### src/rtl/iter_alu_pkg.sv
// -----------------------------------------------------------------------------
// iter_alu_pkg
//   Shared definitions for the iterative ALU:
//     - 3-bit opcode encodings (OP_ADD .. OP_ILL)
//     - FSM state enum used by the iter_alu top level
//     - alu_res_t result/flag bundle and alu_single(), the combinational
//       evaluator for every opcode that completes in a single cycle
//       (ADD, SUB, AND, OR, XOR, DIV by zero, illegal).
//   alu_single() works on MAX_W-bit containers and masks to the caller's
//   width, so one function serves every WIDTH the top is built with
//   (2 <= WIDTH < MAX_W).
// -----------------------------------------------------------------------------
package iter_alu_pkg;

  // Container width for the width-agnostic helper function.
  localparam int MAX_W = 64;

  // Opcode encodings.
  localparam logic [2:0] OP_ADD = 3'b000;
  localparam logic [2:0] OP_SUB = 3'b001;
  localparam logic [2:0] OP_AND = 3'b010;
  localparam logic [2:0] OP_DIV = 3'b011;
  localparam logic [2:0] OP_OR  = 3'b100;
  localparam logic [2:0] OP_MUL = 3'b101;
  localparam logic [2:0] OP_XOR = 3'b110;
  localparam logic [2:0] OP_ILL = 3'b111;

  // Request/response FSM: accept in IDLE, iterate in BUSY, hold result in DONE.
  typedef enum logic [1:0] {
    IDLE = 2'd0,
    BUSY = 2'd1,
    DONE = 2'd2
  } state_t;

  // Result bundle produced by the single-cycle evaluator.
  typedef struct packed {
    logic [MAX_W-1:0] lo;
    logic [MAX_W-1:0] hi;
    logic             z;
    logic             c;
    logic             err;
  } alu_res_t;

  // True when the request needs the shared shift/add datapath.
  // Divide by zero short-circuits to a single-cycle error response.
  function automatic logic is_iter(input logic [2:0] op, input logic b_zero);
    return (op == OP_MUL) || ((op == OP_DIV) && !b_zero);
  endfunction

  // Single-cycle result. Operands must already be zero-extended from
  // 'width' bits. The MUL and non-zero DIV branches are never selected by
  // the caller (those go through iter_muldiv); their content is don't-care.
  function automatic alu_res_t alu_single(input logic [2:0]       op,
                                          input logic [MAX_W-1:0] a,
                                          input logic [MAX_W-1:0] b,
                                          input int               width);
    logic [MAX_W-1:0] mask;
    logic [MAX_W:0]   sum;
    alu_res_t         r;
    r    = '0;
    mask = (width >= MAX_W) ? '1 : ((MAX_W'(1) << width) - MAX_W'(1));
    sum  = {1'b0, a} + {1'b0, b};
    case (op)
      OP_ADD: begin
        r.lo = sum[MAX_W-1:0] & mask;
        // Operands fit in 'width' bits, so anything above is exactly the carry.
        r.c  = (sum >> width) != '0;
      end
      OP_SUB: begin
        r.lo = (a - b) & mask;
        r.c  = (a < b);
      end
      OP_AND: r.lo = a & b;
      OP_OR:  r.lo = a | b;
      OP_XOR: r.lo = a ^ b;
      OP_DIV: begin
        // Only reached for b == 0: saturated quotient, dividend as remainder.
        r.lo  = mask;
        r.hi  = a;
        r.err = 1'b1;
      end
      OP_MUL: r.lo = '0;
      default: r.err = 1'b1;  // OP_ILL
    endcase
    r.z = (r.lo == '0);
    return r;
  endfunction

endpackage

### src/rtl/iter_muldiv.sv
// -----------------------------------------------------------------------------
// iter_muldiv
//   Shared multi-cycle datapath for MUL (shift-add) and DIV (restoring,
//   MSB first). One result bit per clock, WIDTH iterations per operation.
//
//   The 2*WIDTH accumulator is split into hi_q:lo_q and reused by both ops:
//     MUL : hi_q = partial product, lo_q = multiplier (shifted out LSB first,
//           product low bits shifted in from the top), d_q = multiplicand.
//     DIV : hi_q = partial remainder, lo_q = dividend (shifted out MSB first,
//           quotient bits shifted in at the bottom), d_q = divisor.
//
//   Ports
//     clk, rst      clock, synchronous active-high reset
//     start         load operands and begin WIDTH iterations (ignored-free:
//                   the caller only pulses it while this block is idle)
//     is_div        1 = divide, 0 = multiply (sampled with start)
//     a, b          operands (sampled with start)
//     busy          iterations outstanding
//     done          the iteration performed on the coming edge is the last
//     hi, lo        accumulator value after the current iteration; equals the
//                   final {product high, product low} / {remainder, quotient}
//                   whenever done is high
// -----------------------------------------------------------------------------
module iter_muldiv
  import iter_alu_pkg::*;
#(
  parameter int WIDTH = 8
) (
  input  logic             clk,
  input  logic             rst,
  input  logic             start,
  input  logic             is_div,
  input  logic [WIDTH-1:0] a,
  input  logic [WIDTH-1:0] b,
  output logic             busy,
  output logic             done,
  output logic [WIDTH-1:0] hi,
  output logic [WIDTH-1:0] lo
);

  localparam int CNT_W = $clog2(WIDTH + 1);

  logic [CNT_W-1:0] cnt_q;
  logic [WIDTH-1:0] hi_q, lo_q, d_q;
  logic             div_q;

  logic [WIDTH:0]   add_sum;
  logic [WIDTH:0]   trial_sh;
  logic [WIDTH:0]   trial_diff;
  logic             trial_ok;
  logic [WIDTH-1:0] hi_n, lo_n;

  // One iteration of whichever operation is in flight.
  // NOTE: every variable assigned here gets a value on every path (defaults
  // or complete if/else), otherwise synthesis would infer a latch.
  always_comb begin
    // MUL: add the multiplicand when the current multiplier LSB is set,
    // then shift the (WIDTH+1)-bit sum and the multiplier right together.
    add_sum    = {1'b0, hi_q} + (lo_q[0] ? {1'b0, d_q} : '0);

    // DIV: bring the next dividend bit into the remainder and trial-subtract.
    // The remainder is always below the divisor, so a non-negative difference
    // fits in WIDTH bits and the top bit of the (WIDTH+1)-bit difference is
    // set exactly when the subtraction underflowed.
    trial_sh   = {hi_q, lo_q[WIDTH-1]};
    trial_diff = trial_sh - {1'b0, d_q};
    trial_ok   = ~trial_diff[WIDTH];

    if (div_q) begin
      hi_n = trial_ok ? trial_diff[WIDTH-1:0] : trial_sh[WIDTH-1:0];
      lo_n = {lo_q[WIDTH-2:0], trial_ok};
    end else begin
      hi_n = add_sum[WIDTH:1];
      lo_n = {add_sum[0], lo_q[WIDTH-1:1]};
    end
  end

  // NOTE: sequential state uses non-blocking assignments so every register
  // samples pre-edge values regardless of statement order.
  always_ff @(posedge clk) begin
    if (rst) begin
      // NOTE: the datapath registers are reset as well; they are few and a
      // defined value keeps hi/lo deterministic straight out of reset.
      cnt_q <= '0;
      hi_q  <= '0;
      lo_q  <= '0;
      d_q   <= '0;
      div_q <= 1'b0;
    end else if (start) begin
      cnt_q <= CNT_W'(WIDTH);
      hi_q  <= '0;
      lo_q  <= is_div ? a : b;
      d_q   <= is_div ? b : a;
      div_q <= is_div;
    end else if (busy) begin
      cnt_q <= cnt_q - CNT_W'(1);
      hi_q  <= hi_n;
      lo_q  <= lo_n;
    end
  end

  assign busy = (cnt_q != '0);
  assign done = (cnt_q == CNT_W'(1));
  assign hi   = hi_n;
  assign lo   = lo_n;

endmodule

### src/rtl/iter_alu.sv
// -----------------------------------------------------------------------------
// iter_alu
//   Handshaked ALU: ADD/SUB/AND/OR/XOR complete in one cycle, MUL and DIV
//   iterate WIDTH cycles in iter_muldiv and return full-width results.
//
//   Ports
//     clk, rst              clock, synchronous active-high reset
//     in_valid / in_ready   request handshake; in_ready is high only in IDLE
//     op, a, b              opcode and unsigned operands, sampled on accept
//     out_valid / out_ready response handshake; out_valid is high only in DONE
//     res_lo                sum / difference / logic result / product low /
//                           quotient
//     res_hi                product high / remainder, 0 otherwise
//     flag_z                res_lo == 0
//     flag_c                ADD carry, SUB borrow, MUL overflow (res_hi != 0)
//     flag_err              divide by zero or illegal opcode
//
//   in_ready / out_valid decode the registered state only. Result and flag
//   registers load on the edge entering DONE and hold until the next one.
// -----------------------------------------------------------------------------
module iter_alu
  import iter_alu_pkg::*;
#(
  parameter int WIDTH = 8  // operand width, 2 <= WIDTH < MAX_W
) (
  input  logic             clk,
  input  logic             rst,
  input  logic             in_valid,
  output logic             in_ready,
  input  logic [2:0]       op,
  input  logic [WIDTH-1:0] a,
  input  logic [WIDTH-1:0] b,
  output logic             out_valid,
  input  logic             out_ready,
  output logic [WIDTH-1:0] res_lo,
  output logic [WIDTH-1:0] res_hi,
  output logic             flag_z,
  output logic             flag_c,
  output logic             flag_err
);

  state_t     state_q, state_d;
  logic [2:0] op_q;

  logic       accept;
  logic       iter_req;
  alu_res_t   single_r;

  logic             md_start;
  logic             md_busy;
  logic             md_done;
  logic [WIDTH-1:0] md_hi, md_lo;

  assign accept   = in_valid && in_ready;
  assign iter_req = is_iter(op, (b == '0));
  assign md_start = accept && iter_req;

  // Single-cycle result, evaluated from the live inputs and captured on the
  // accept edge together with op.
  assign single_r = alu_single(op, MAX_W'(a), MAX_W'(b), WIDTH);

  if (WIDTH < MAX_W) begin : g_unused
    logic unused_single_hi_bits;
    assign unused_single_hi_bits = ^{single_r.lo[MAX_W-1:WIDTH],
                                     single_r.hi[MAX_W-1:WIDTH]};
  end

  iter_muldiv #(
    .WIDTH (WIDTH)
  ) u_muldiv (
    .clk    (clk),
    .rst    (rst),
    .start  (md_start),
    .is_div (op == OP_DIV),
    .a      (a),
    .b      (b),
    .busy   (md_busy),
    .done   (md_done),
    .hi     (md_hi),
    .lo     (md_lo)
  );

  // ---------------------------------------------------------------------------
  // FSM: state register
  // ---------------------------------------------------------------------------
  always_ff @(posedge clk) begin
    if (rst) begin
      state_q <= IDLE;
      op_q    <= OP_ADD;
    end else begin
      state_q <= state_d;
      if (accept) begin
        op_q <= op;
      end
    end
  end

  // ---------------------------------------------------------------------------
  // FSM: next state
  // ---------------------------------------------------------------------------
  always_comb begin
    state_d = state_q;
    unique case (state_q)
      IDLE: if (in_valid)  state_d = iter_req ? BUSY : DONE;
      BUSY: if (md_done)   state_d = DONE;
      DONE: if (out_ready) state_d = IDLE;
      default:             state_d = IDLE;
    endcase
  end

  // ---------------------------------------------------------------------------
  // FSM: outputs (pure state decode, no path from in_valid / out_ready)
  // ---------------------------------------------------------------------------
  always_comb begin
    in_ready  = (state_q == IDLE);
    out_valid = (state_q == DONE);
  end

  // ---------------------------------------------------------------------------
  // Result and flag registers
  // ---------------------------------------------------------------------------
  always_ff @(posedge clk) begin
    if (rst) begin
      res_lo   <= '0;
      res_hi   <= '0;
      flag_z   <= 1'b0;
      flag_c   <= 1'b0;
      flag_err <= 1'b0;
    end else if (accept && !iter_req) begin
      res_lo   <= single_r.lo[WIDTH-1:0];
      res_hi   <= single_r.hi[WIDTH-1:0];
      flag_z   <= single_r.z;
      flag_c   <= single_r.c;
      flag_err <= single_r.err;
    end else if ((state_q == BUSY) && md_done) begin
      // md_hi/md_lo already carry the final iteration's result on this edge.
      res_lo   <= md_lo;
      res_hi   <= md_hi;
      flag_z   <= (md_lo == '0);
      flag_c   <= (op_q == OP_MUL) && (md_hi != '0);
      flag_err <= 1'b0;
    end
  end

  // md_busy is implied by state_q == BUSY; kept for observability.
  logic unused_md_busy;
  assign unused_md_busy = md_busy;

endmodule
### config.mk
export PLATFORM = sky130hd
export DESIGN_NAME = iter_alu
export DESIGN_NICKNAME = d
export VERILOG_FILES = /design/src/rtl/iter_alu_pkg.sv /design/src/rtl/iter_muldiv.sv /design/src/rtl/iter_alu.sv
export SDC_FILE = /design/constraint.sdc
export NUM_CORES = 1
export LEC_CHECK = 0
export ABC_AREA = 0
export CORE_AREA = 2 2 96 98
export CTS_CLUSTER_DIAMETER = 40
export DETAILED_ROUTE_END_ITERATION = 6
export DIE_AREA = 0 0 98 100
export GPL_TIMING_DRIVEN = 1
export PLACE_DENSITY_LB_ADDON = 0.2
export SLEW_MARGIN = 15
export SYNTH_ARGS = -nofsm -noshare
export SYNTH_HDL_FRONTEND = slang
export SYNTH_HIERARCHICAL = 1
export SYNTH_SLANG_ARGS = --single-unit
### constraint.sdc
create_clock -name clk -period 4 [get_ports clk]
set_input_delay 0.4 -clock clk [delete_from_list [all_inputs] [get_ports clk]]
set_output_delay 0.4 -clock clk [all_outputs]
set_load 0.02 [all_outputs]
==> reports/results.tsv, run 1 <==
stage	metric	value	unit
status	status	completed	
routing	Vias	4586	
pwr	Leak	2.13	nW
synth	Synth Instances	628	
synth	Seq/Total Area, Yosys	0.219	
worst_hold_path	Tightest Hold Check Type	reg -> reg	
sta	Max Transition Viols Final	0	
clocking	maximum buffer depth of the clock tree	2	
grt	vias in the first global route	4217	
pwr	Max VDD drop	0.000221	V
routing	Vias/cell	6.03	
synth	Synth area leader	dfxtp_1	
sta	Setup TNS Final	0	ns
sta	Least-Margin Pin Slew	1.03	ns
sta	Hold Slack	0.467	ns
setup_path	CP required	4.19	ns
setup_path	critical path fanouts, max	8	
clocking	clk_lat worst skew	0.31	ns
grt	first-pass GRT wire length	21.2	mm
routing	Wirelength per Cell	17.1	um
clocking	CTS resizes	0	
grt	GRT Residual Overflow	0	
synth	Commonest cells post-synth	63 x nor2_1, 53 x dfxtp_1, 53 x nand2_1	
clocking	total CTS buffers	5	
cells_and_area	layout cell share with drive strength beyond 1	0.0662	
setup_path	crit path launch type	flop	
synth	Synth Register Bits	53	
synth	Post-synth EDFFs	0	
sta	min Tclk post-route	3.32	ns
routing	Final ANT Viol Nets	0	
synth	Synth Cell Area	4850	um2
clocking	root buf cell	clkbuf_8	
floorplanning	Die ar.	9800	um2
clocking	CTS tree	done	
floorplanning	Placement Rows	35	
pwr	pwr dens	465	nW/um2
sta	final hold vios	0	
setup_path	CP Capture Type	flop	
setup_path	Arrival @ worst endpoint	3.51	ns
placement	DP HPWL	9.91	mm
floorplanning	I/O pins	44	
cells_and_area	Net count, final	720	
routing	Remaining DRCs	0	
grt	largest net degree at the start of global routing	46	
flow_run	max-cap violations	0	
floorplanning	chip height	100	um
floorplanning	die width	98	um
cells_and_area	final cell count without fillers	761	
sta	Setup Skew	0.0168	ns
placement	dpl cells	753	
setup_path	critical setup path kind	reg -> reg	
synth	top-area cell type share of the netlist area	0.219	
synth	Unique masters post-synth	72	
sta	fmax	0.301	GHz
pwr	Pwr Total	0.00251	W
floorplanning	core box area	8890	um2
sta	relative slew slack	0.310	
placement	PortBufs	43	
clocking	clk slew on worst S/H paths	0.11	ns
synth	Synth Net Count	699	
synth	count leader, synth	nor2_1	
routing	first-pass detailed-route iteration total	5	
grt	All-Layer GR Usage	0.263	
placement	GP Congestion	0.958	
clocking	Sink Count	53	
placement	Post-Place Setup Slack	0.683	ns
routing	final WL	13.0	mm
synth	syn avg cell area	7.73	um2
synth	top post-synthesis cells by area	dfxtp_1 22%, ha_1 11%, a21oi_1 5.2%, nor2_1 4.9%, mux2i_1 4.3%	
sta	period utilization	0.831	
cells_and_area	area grow syn2layout	11.2	%
floorplanning	Initial Util	0.546	
synth	Syn. warnings	6	
clocking	# H-tree levels	2	
sta	RSZ-0062 raised after global routing	no	
cells_and_area	Ant. Diodes	0	
sta	# setup viols final	0	
clocking	Post-CTS Setup Bufs	0	
routing	DRT iter0 DRCs	220	
grt	initial antenna violation count	0	
synth	FFs w/ async S/R, synth	0	
sta	slack of the critical path	0.677	ns
synth	main flop type after synthesis	dfxtp_1	
clocking	hold buffers post-CTS	0	
## cell type report
class	count	area, um2
multi-input cells	492	3430
fillers	834	3500
clock buffers	5	68.8
clock inverters	3	21.3
flip-flops and latches	53	1060
inverters	44	165
well taps	111	139
repair buffers	53	505
## sequential cells by signal, summed over array words and instances, names as in the netlist, 2 cells and up
signal / cells
op_q: 3
u_muldiv/hi_q: 8
u_muldiv/d_q: 8
res_hi: 8
state_q: 2
u_muldiv/lo_q: 8
u_muldiv/cnt_q: 4
res_lo: 8
## final timing paths
path	cells past startpoint	end	from	slack [ns]
max	14	flag_c	u_muldiv/lo_q[7]	0.68
min	2	op_q[0]	op_q[0]	0.47
max reg2reg	14	flag_c	u_muldiv/lo_q[7]	0.68
min reg2reg	2	op_q[0]	op_q[0]	0.47
## cells in the final DEF (no fill, tap or decap), drive strengths merged, types with 8 or more instances in the layout
master	n
mux2	17
nand2	54
clkdlybuf4s50	43
inv	45
a21oi	53
nand3	12
nor2b	12
nor2	63
a211oi	28
nor3	15
or3	8
nand2b	10
a31oi	10
buf	10
o21ai	23
xnor2	8
mux2i	21
and2	19
dfxtp	53
ha	44
## kinds of logic (layout without fill, tap and decap cells)
| logic type | after synthesis | after routing | synth area share |
|---|---|---|---|
| buf+inv | 83 | 105 | 0.0753 |
| mux | 38 | 38 | 0.0851 |
| flops | 53 | 53 | 0.219 |
| simple gates | 219 | 219 | 0.225 |
| xor+xnor | 15 | 15 | 0.0271 |
| compound gates | 172 | 172 | 0.239 |
| fa+ha+maj | 48 | 48 | 0.130 |
## per-stage QoR
step           utilization  area [um2]
2_1_floorplan            -        4850
3_3_place_gp         0.597        5300
3_5_place_dp         0.597        5300
4_1_cts              0.607        5390
5_1_grt              0.607        5390
6_report             0.607        5390
## metal layers
metal / vias to the layer above / part of all wire / routed length, um / GRT usage
met5: - / 0 / 0 / 0
met4: 0 / 0.021 / 274 / 0.0684
met3: 21 / 0.042 / 553 / 0.0265
met2: 141 / 0.46 / 5950 / 0.443
met1: 2151 / 0.48 / 6250 / 0.361
li1: 2273 / - / - / -
## where the power goes
part	internal (W)	switching [W]	total (W)	leakage [nW]
clock network	0.000125	0.000192	0.000317	0.0445
registers	0.000635	0.000106	0.000741	0.434
logic	0.000604	0.000845	0.00145	1.65
## critical path, stage by stage, from the launching register on
cell	delay, ns
dfxtp_1	0.32
inv_1	0.09
ha_1	0.19
inv_1	0.07
fa_1	0.49
a211oi_2	0.27
nor3_2	0.10
mux2_4	0.34
nand2_4	0.14
mux2i_1	0.28
mux2i_1	0.14
nor4_1	0.30
nand2_1	0.14
a221oi_1	0.28
a311oi_1	0.08
No activity file was read; power rests on OpenSTA's default activity.
==> inputs of run 2 (changes only) <==
--- a/config.mk
+++ b/config.mk
@@ -6,10 +6,10 @@
 export NUM_CORES = 1
 export LEC_CHECK = 0
 export ABC_AREA = 0
-export CORE_AREA = 2 2 96 98
+export CORE_AREA = 2 2 99 101
 export CTS_CLUSTER_DIAMETER = 40
 export DETAILED_ROUTE_END_ITERATION = 6
-export DIE_AREA = 0 0 98 100
+export DIE_AREA = 0 0 101 103
 export GPL_TIMING_DRIVEN = 1
 export PLACE_DENSITY_LB_ADDON = 0.2
 export SLEW_MARGIN = 15
==> constraint.sdc (replaced) <==
create_clock -name clk -period 2.8 [get_ports clk]
set_input_delay 0.28 -clock clk [delete_from_list [all_inputs] [get_ports clk]]
set_output_delay 0.28 -clock clk [all_outputs]
set_load 0.02 [all_outputs]
==> run 2 against run 1 <==
The flow now finishes with violations (setup timing). Non-clock buffer count rose by 82. First-iteration DRC count rose by 36%. Fmax rose by 7.5%. Die area rose by 6.2%. Largest cell class unchanged. Largest power group unchanged.
==> reports/results.tsv, run 2 (synthesized netlist as in run 1, its figures left out) <==
stage	metric	value	unit	change
status	status	finished with violations		was completed
status	failing checks	setup timing		
setup_path	CP Capture Type	flop		unchanged
routing	Wirelength per Cell	17.6	um	was 17.1 um
routing	final WL	14.9	mm	was 13.0 mm
clocking	root buf cell	clkbuf_8		unchanged
sta	Max Transition Viols Final	0		unchanged
grt	GRT Residual Overflow	0		unchanged
floorplanning	Initial Util	0.513		was 0.546
clocking	total CTS buffers	5		unchanged
sta	Least-Margin Pin Slew	0.750	ns	was 1.03 ns
placement	PortBufs	43		unchanged
sta	RSZ-0062 raised after global routing	yes		was no
sta	relative slew slack	0.500		was 0.310
placement	GP Congestion	0.954		was 0.958
cells_and_area	final core utilization	0.659		was 0.607
routing	DRT iter0 DRCs	299		was 220
routing	Final ANT Viol Nets	0		unchanged
setup_path	Arrival @ worst endpoint	3.29	ns	was 3.51 ns
flow_run	max-cap violations	0		unchanged
sta	final hold vios	0		unchanged
clocking	# H-tree levels	2		unchanged
placement	placed cell area	5870	um2	was 5300 um2
clocking	Sink Count	53		unchanged
sta	fmax	0.324	GHz	was 0.301 GHz
grt	first-pass GRT wire length	23.2	mm	was 21.2 mm
cells_and_area	most common cell after layout, fill and taps aside	buf_4		was nor2_1
setup_path	RR Startpoint	u_muldiv/lo_q[7]		unchanged
sta	slack of the critical path	-0.290	ns	was 0.677 ns
floorplanning	Die ar.	10400	um2	was 9800 um2
grt	initial antenna violation count	0		unchanged
cells_and_area	Ant. Diodes	0		unchanged
placement	DP HPWL	11.1	mm	was 9.91 mm
cells_and_area	most frequent cells in the layout	85 x buf_4, 59 x nor2_1, 51 x nand2_1, 50 x dfxtp_1, 47 x a21oi_1		was 61 x nor2_1, 53 x nand2_1, 53 x dfxtp_1, 50 x a21oi_1, 44 x ha_1
setup_path	CP required	3.00	ns	was 4.19 ns
setup_path	critical path fanouts, max	4		was 8
cells_and_area	post-route cell area	6230	um2	was 5390 um2
cells_and_area	Net count, final	802		was 720
grt	largest net degree at the start of global routing	46		unchanged
routing	Remaining DRCs	0		unchanged
cells_and_area	final cell count without fillers	846		was 761
pwr	Leak	2.58	nW	was 2.13 nW
floorplanning	Placement Rows	36		was 35
cells_and_area	layout cell share with drive strength beyond 1	0.206		was 0.0662
worst_hold_path	hold_sp	op_q[0]		unchanged
worst_hold_path	Tightest Hold Check Type	reg -> reg		unchanged
sta	min Tclk post-route	3.09	ns	was 3.32 ns
floorplanning	core box area	9460	um2	was 8890 um2
sta	Setup Skew	0.00866	ns	was 0.0168 ns
cells_and_area	area grow syn2layout	28.5	%	was 11.2%
pwr	pwr dens	734	nW/um2	was 465 nW/um2
routing	Vias	5002		was 4586
grt	All-Layer GR Usage	0.282		was 0.263
setup_path	crit path launch	u_muldiv/lo_q[7]		unchanged
clocking	clk slew on worst S/H paths	0.10	ns	was 0.11 ns
sta	period utilization	1.10		was 0.831
routing	Vias/cell	5.91		was 6.03
setup_path	critical setup path kind	reg -> reg		unchanged
clocking	maximum buffer depth of the clock tree	2		unchanged
floorplanning	I/O pins	44		unchanged
sta	Setup TNS Final	-0.613	ns	was 0 ns
grt	vias in the first global route	4738		was 4217
sta	# setup viols final	4		was 0
clocking	hold buffers post-CTS	0		unchanged
routing	first-pass detailed-route iteration total	5		unchanged
pwr	Max VDD drop	0.000375	V	was 0.000221 V
floorplanning	chip height	103	um	was 100 um
floorplanning	die width	101	um	was 98 um
setup_path	crit path launch type	flop		unchanged
placement	Post-Place Setup Slack	-0.337	ns	was 0.683 ns
clocking	CTS tree	done		unchanged
clocking	clk_lat worst skew	0.32	ns	was 0.31 ns
placement	dpl cells	827		was 753
run 2: cell types whose count changed in the layout (fill, tap and decap cells not counted), moves of 3 or more:
| cell | delta |
|---|---|
| mux2i_4 | +3 |
| buf_12 | +3 |
| mux2i_1 | -7 |
| dfxtp_1 | -3 |
| mux2i_2 | +4 |
| a21oi_2 | +3 |
| buf_6 | +4 |
| a21oi_1 | -3 |
| dfxtp_2 | +3 |
| buf_4 | +75 |
run 2: layout make-up:
| type | instances | area, um2 |
|---|---|---|
| Multi-Input combinational cell | 492 | 3580 |
| Fill cell | 815 | 3220 |
| Timing Repair Buffer | 135 | 1170 |
| Sequential cell | 53 | 1060 |
| Inverter | 44 | 165 |
| Tap cell | 114 | 143 |
| Clock buffer | 6 | 72.6 |
| Clock inverter | 2 | 38.8 |
run 2: through the flow:
stage                     hold WS, ns  total power, W
after global routing            0.476         0.00486
after detailed placement        0.446         0.00345
after CTS                       0.461         0.00423
after global placement          0.445         0.00340
after floorplan                 0.431         0.00262
final                           0.459         0.00457
run 2: routing by layer:
metal / share of wire / vias to the layer above / track usage
met1: 0.45 / 2376 / 0.375
met2: 0.48 / 172 / 0.484
li1: - / 2427 / -
met4: 0.020 / 0 / 0.0863
met3: 0.051 / 27 / 0.0285
met5: 0 / - / 0
run 2: worst max-delay path, stage by stage, from the launching register on:
cell	delay [ns]
dfxtp_2	0.33
inv_2	0.07
ha_4	0.13
inv_2	0.03
fa_2	0.36
a211oi_4	0.27
nor3_2	0.09
mux2_4	0.35
nand2_8	0.08
buf_12	0.11
mux2i_4	0.23
mux2i_2	0.11
nor4_2	0.30
nand2_1	0.14
a221oi_2	0.26
a311oi_1	0.08
run 2: path summary, 6_finish.rpt:
check             cells after the start      end  slack (ns)
setup / recovery                     15   flag_c       -0.29
hold / removal                        2  op_q[0]        0.46
setup reg to reg                     15   flag_c       -0.29
hold reg to reg                       2  op_q[0]        0.46
run 2: repair_timing:
item                       4_1_cts  5_1_grt
resized for setup               15       21
setup endpoints to repair        4        9
buffers inserted                 7        8
pin swaps                       13       11
run 2: report_power, final:
part / total (W) / internal [W] / switching (W)
Sequential: 0.00104 / 0.000910 / 0.000130
Combinational: 0.00298 / 0.00146 / 0.00152
Clock: 0.000551 / 0.000269 / 0.000282
Total: 0.00457 / 0.00264 / 0.00193
==> inputs of run 3 (changes only) <==
--- a/config.mk
+++ b/config.mk
@@ -6,10 +6,10 @@
 export NUM_CORES = 1
 export LEC_CHECK = 0
 export ABC_AREA = 0
-export CORE_AREA = 2 2 99 101
+export CORE_AREA = 2 2 96 98
 export CTS_CLUSTER_DIAMETER = 40
 export DETAILED_ROUTE_END_ITERATION = 6
-export DIE_AREA = 0 0 101 103
+export DIE_AREA = 0 0 98 100
 export GPL_TIMING_DRIVEN = 1
 export PLACE_DENSITY_LB_ADDON = 0.2
 export SLEW_MARGIN = 15
==> constraint.sdc (replaced) <==
create_clock -name clk -period 3.8 [get_ports clk]
set_input_delay 0.38 -clock clk [delete_from_list [all_inputs] [get_ports clk]]
set_output_delay 0.38 -clock clk [all_outputs]
set_load 0.02 [all_outputs]
==> run 3 against run 2 <==
The run now ends clean. Clock skew grew 0.00070 ns. Cell area is 13% lower. First-iteration DRC count rose by 27%. Non-clock buffer count is 80 lower. Highest routed layer unchanged. Die area decreased by 5.8%. Utilization is 4.9 points lower. Combinational power down 49%. Global-route usage decreased by 0.84 points. Register-to-register slack gained 0.72 ns.
==> reports/results.tsv, run 3 (synthesized netlist as in run 1, its figures left out) <==
stage	metric	value	unit	change
status	status	completed		was finished with violations
cells_and_area	fillers	808		was 815
routing	Wirelength per Cell	17.5	um	was 17.6 um
clocking	total CTS buffers	5		unchanged
setup_path	critical setup path kind	reg -> reg		unchanged
cells_and_area	most common cell after layout, fill and taps aside	nor2_1		was buf_4
floorplanning	chip height	100	um	was 103 um
placement	Post-Place Setup Slack	0.479	ns	was -0.337 ns
routing	Vias/cell	6.13		was 5.91
placement	dpl cells	755		was 827
clocking	Post-CTS Setup Bufs	0		was 7
floorplanning	I/O pins	44		unchanged
cells_and_area	Net count, final	722		was 802
setup_path	Arrival @ worst endpoint	3.54	ns	was 3.29 ns
cells_and_area	Ant. Diodes	0		unchanged
floorplanning	Initial Util	0.546		was 0.513
routing	Final ANT Viol Nets	0		unchanged
pwr	Leak	2.15	nW	was 2.58 nW
flow_run	max-cap violations	0		unchanged
clocking	# H-tree levels	2		unchanged
sta	Setup Skew	0.00937	ns	was 0.00866 ns
pwr	pwr dens	495	nW/um2	was 734 nW/um2
sta	Setup TNS Final	0	ns	was -0.613 ns
worst_hold_path	Tightest Hold Check Type	reg -> reg		unchanged
setup_path	crit path launch type	flop		unchanged
clocking	maximum buffer depth of the clock tree	2		unchanged
setup_path	critical path fanouts, max	8		was 4
grt	All-Layer GR Usage	0.274		was 0.282
cells_and_area	area grow syn2layout	11.8	%	was 28.5%
floorplanning	Die ar.	9800	um2	was 10400 um2
sta	Max Transition Viols Final	0		unchanged
clocking	hold buffers post-CTS	0		unchanged
routing	first-pass detailed-route iteration total	5		unchanged
placement	placed cell area	5320	um2	was 5870 um2
sta	slack of the critical path	0.432	ns	was -0.290 ns
placement	DP HPWL	10.2	mm	was 11.1 mm
cells_and_area	layout cell share with drive strength beyond 1	0.0676		was 0.206
placement	PortBufs	43		unchanged
placement	GP Congestion	0.982		was 0.954
setup_path	CP Capture Type	flop		unchanged
floorplanning	die width	98	um	was 101 um
sta	relative slew slack	0.287		was 0.500
grt	vias in the first global route	4341		was 4738
clocking	Sink Count	53		unchanged
clocking	clk slew on worst S/H paths	0.09	ns	was 0.10 ns
sta	period utilization	0.886		was 1.10
grt	initial antenna violation count	0		unchanged
clocking	CTS tree	done		unchanged
sta	min Tclk post-route	3.37	ns	was 3.09 ns
grt	largest net degree at the start of global routing	46		unchanged
sta	Hold Slack	0.462	ns	was 0.459 ns
routing	final WL	13.3	mm	was 14.9 mm
floorplanning	core box area	8890	um2	was 9460 um2
routing	Remaining DRCs	0		unchanged
cells_and_area	post-route cell area	5420	um2	was 6230 um2
clocking	clk_lat worst skew	0.31	ns	was 0.32 ns
cells_and_area	final cell count without fillers	762		was 846
floorplanning	Placement Rows	35		was 36
grt	GRT Residual Overflow	0		unchanged
setup_path	CP required	3.97	ns	was 3.00 ns
cells_and_area	most frequent cells in the layout	61 x nor2_1, 53 x nand2_1, 53 x dfxtp_1, 50 x a21oi_1, 44 x ha_1		was 85 x buf_4, 59 x nor2_1, 51 x nand2_1, 50 x dfxtp_1, 47 x a21oi_1
sta	final hold vios	0		unchanged
routing	Vias	4669		was 5002
sta	Least-Margin Pin Slew	1.06	ns	was 0.750 ns
grt	first-pass GRT wire length	21.9	mm	was 23.2 mm
sta	fmax	0.297	GHz	was 0.324 GHz
pwr	Max VDD drop	0.000257	V	was 0.000375 V
routing	DRT iter0 DRCs	381		was 299
sta	# setup viols final	0		was 4
clocking	CTS resizes	0		was 15
clocking	root buf cell	clkbuf_8		unchanged
sta	RSZ-0062 raised after global routing	no		was yes
run 3: cell types whose count changed in the layout (fill, tap and decap cells not counted), moves of 3 or more:
cell     before  now
a21oi_1      47   50
a21oi_2       6    3
buf_12        3    0
buf_4        85   12
buf_6         4    0
dfxtp_1      50   53
dfxtp_2       3    0
mux2i_1      14   21
mux2i_2       4    0
mux2i_4       3    0
run 3: final cells by class:
type | count | area [um2] | share of cell area
tap | 111 | 139 | 0.0256
sequential | 53 | 1060 | 0.196
clock buffer | 5 | 68.8 | 0.0127
multi-input combinational | 492 | 3430 | 0.633
timing repair buffer | 55 | 520 | 0.0960
clock inverter | 2 | 35.0 | 0.00646
inverter | 44 | 165 | 0.0305
run 3: final timing paths:
path | startpoint | endpoint | slack (ns) | cells after the start
min | op_q[0] | op_q[0] | 0.46 | 2
max | u_muldiv/lo_q[7] | flag_c | 0.43 | 14
max reg2reg | u_muldiv/lo_q[7] | flag_c | 0.43 | 14
min reg2reg | op_q[0] | op_q[0] | 0.46 | 2
run 3: per-layer routing:
metal,vias to the layer above,track usage,wire (um)
met3,34,0.0244,690
met4,0,0.112,456
met2,178,0.437,6150
met5,-,0,0
met1,2174,0.382,6020
li1,2283,-,-
run 3: power breakdown:
group / leakage, nW / internal [W] / switching, W / total (W)
sequential: 0.434 / 0.000668 / 0.000110 / 0.000778
combinational: 1.66 / 0.000637 / 0.000893 / 0.00153
clock: 0.0540 / 0.000192 / 0.000184 / 0.000376
run 3: stage by stage:
step                utilization  power, W
finish                    0.610   0.00268
global route              0.610   0.00290
CTS                       0.610   0.00267
detailed placement        0.598   0.00229
global placement          0.598   0.00225
floorplan                     -   0.00193
run 3: critical path: stages, from the launching register on:
cell and delay [ns]:
dfxtp_1 0.32, inv_1 0.09, ha_1 0.18, inv_1 0.06, fa_1 0.48, a211oi_2 0.29
nor3_2 0.10, mux2_4 0.33, nand2_4 0.14, mux2i_1 0.31, mux2i_1 0.15, nor4_1 0.26
nand2_1 0.12, a221oi_1 0.29, a311oi_1 0.10
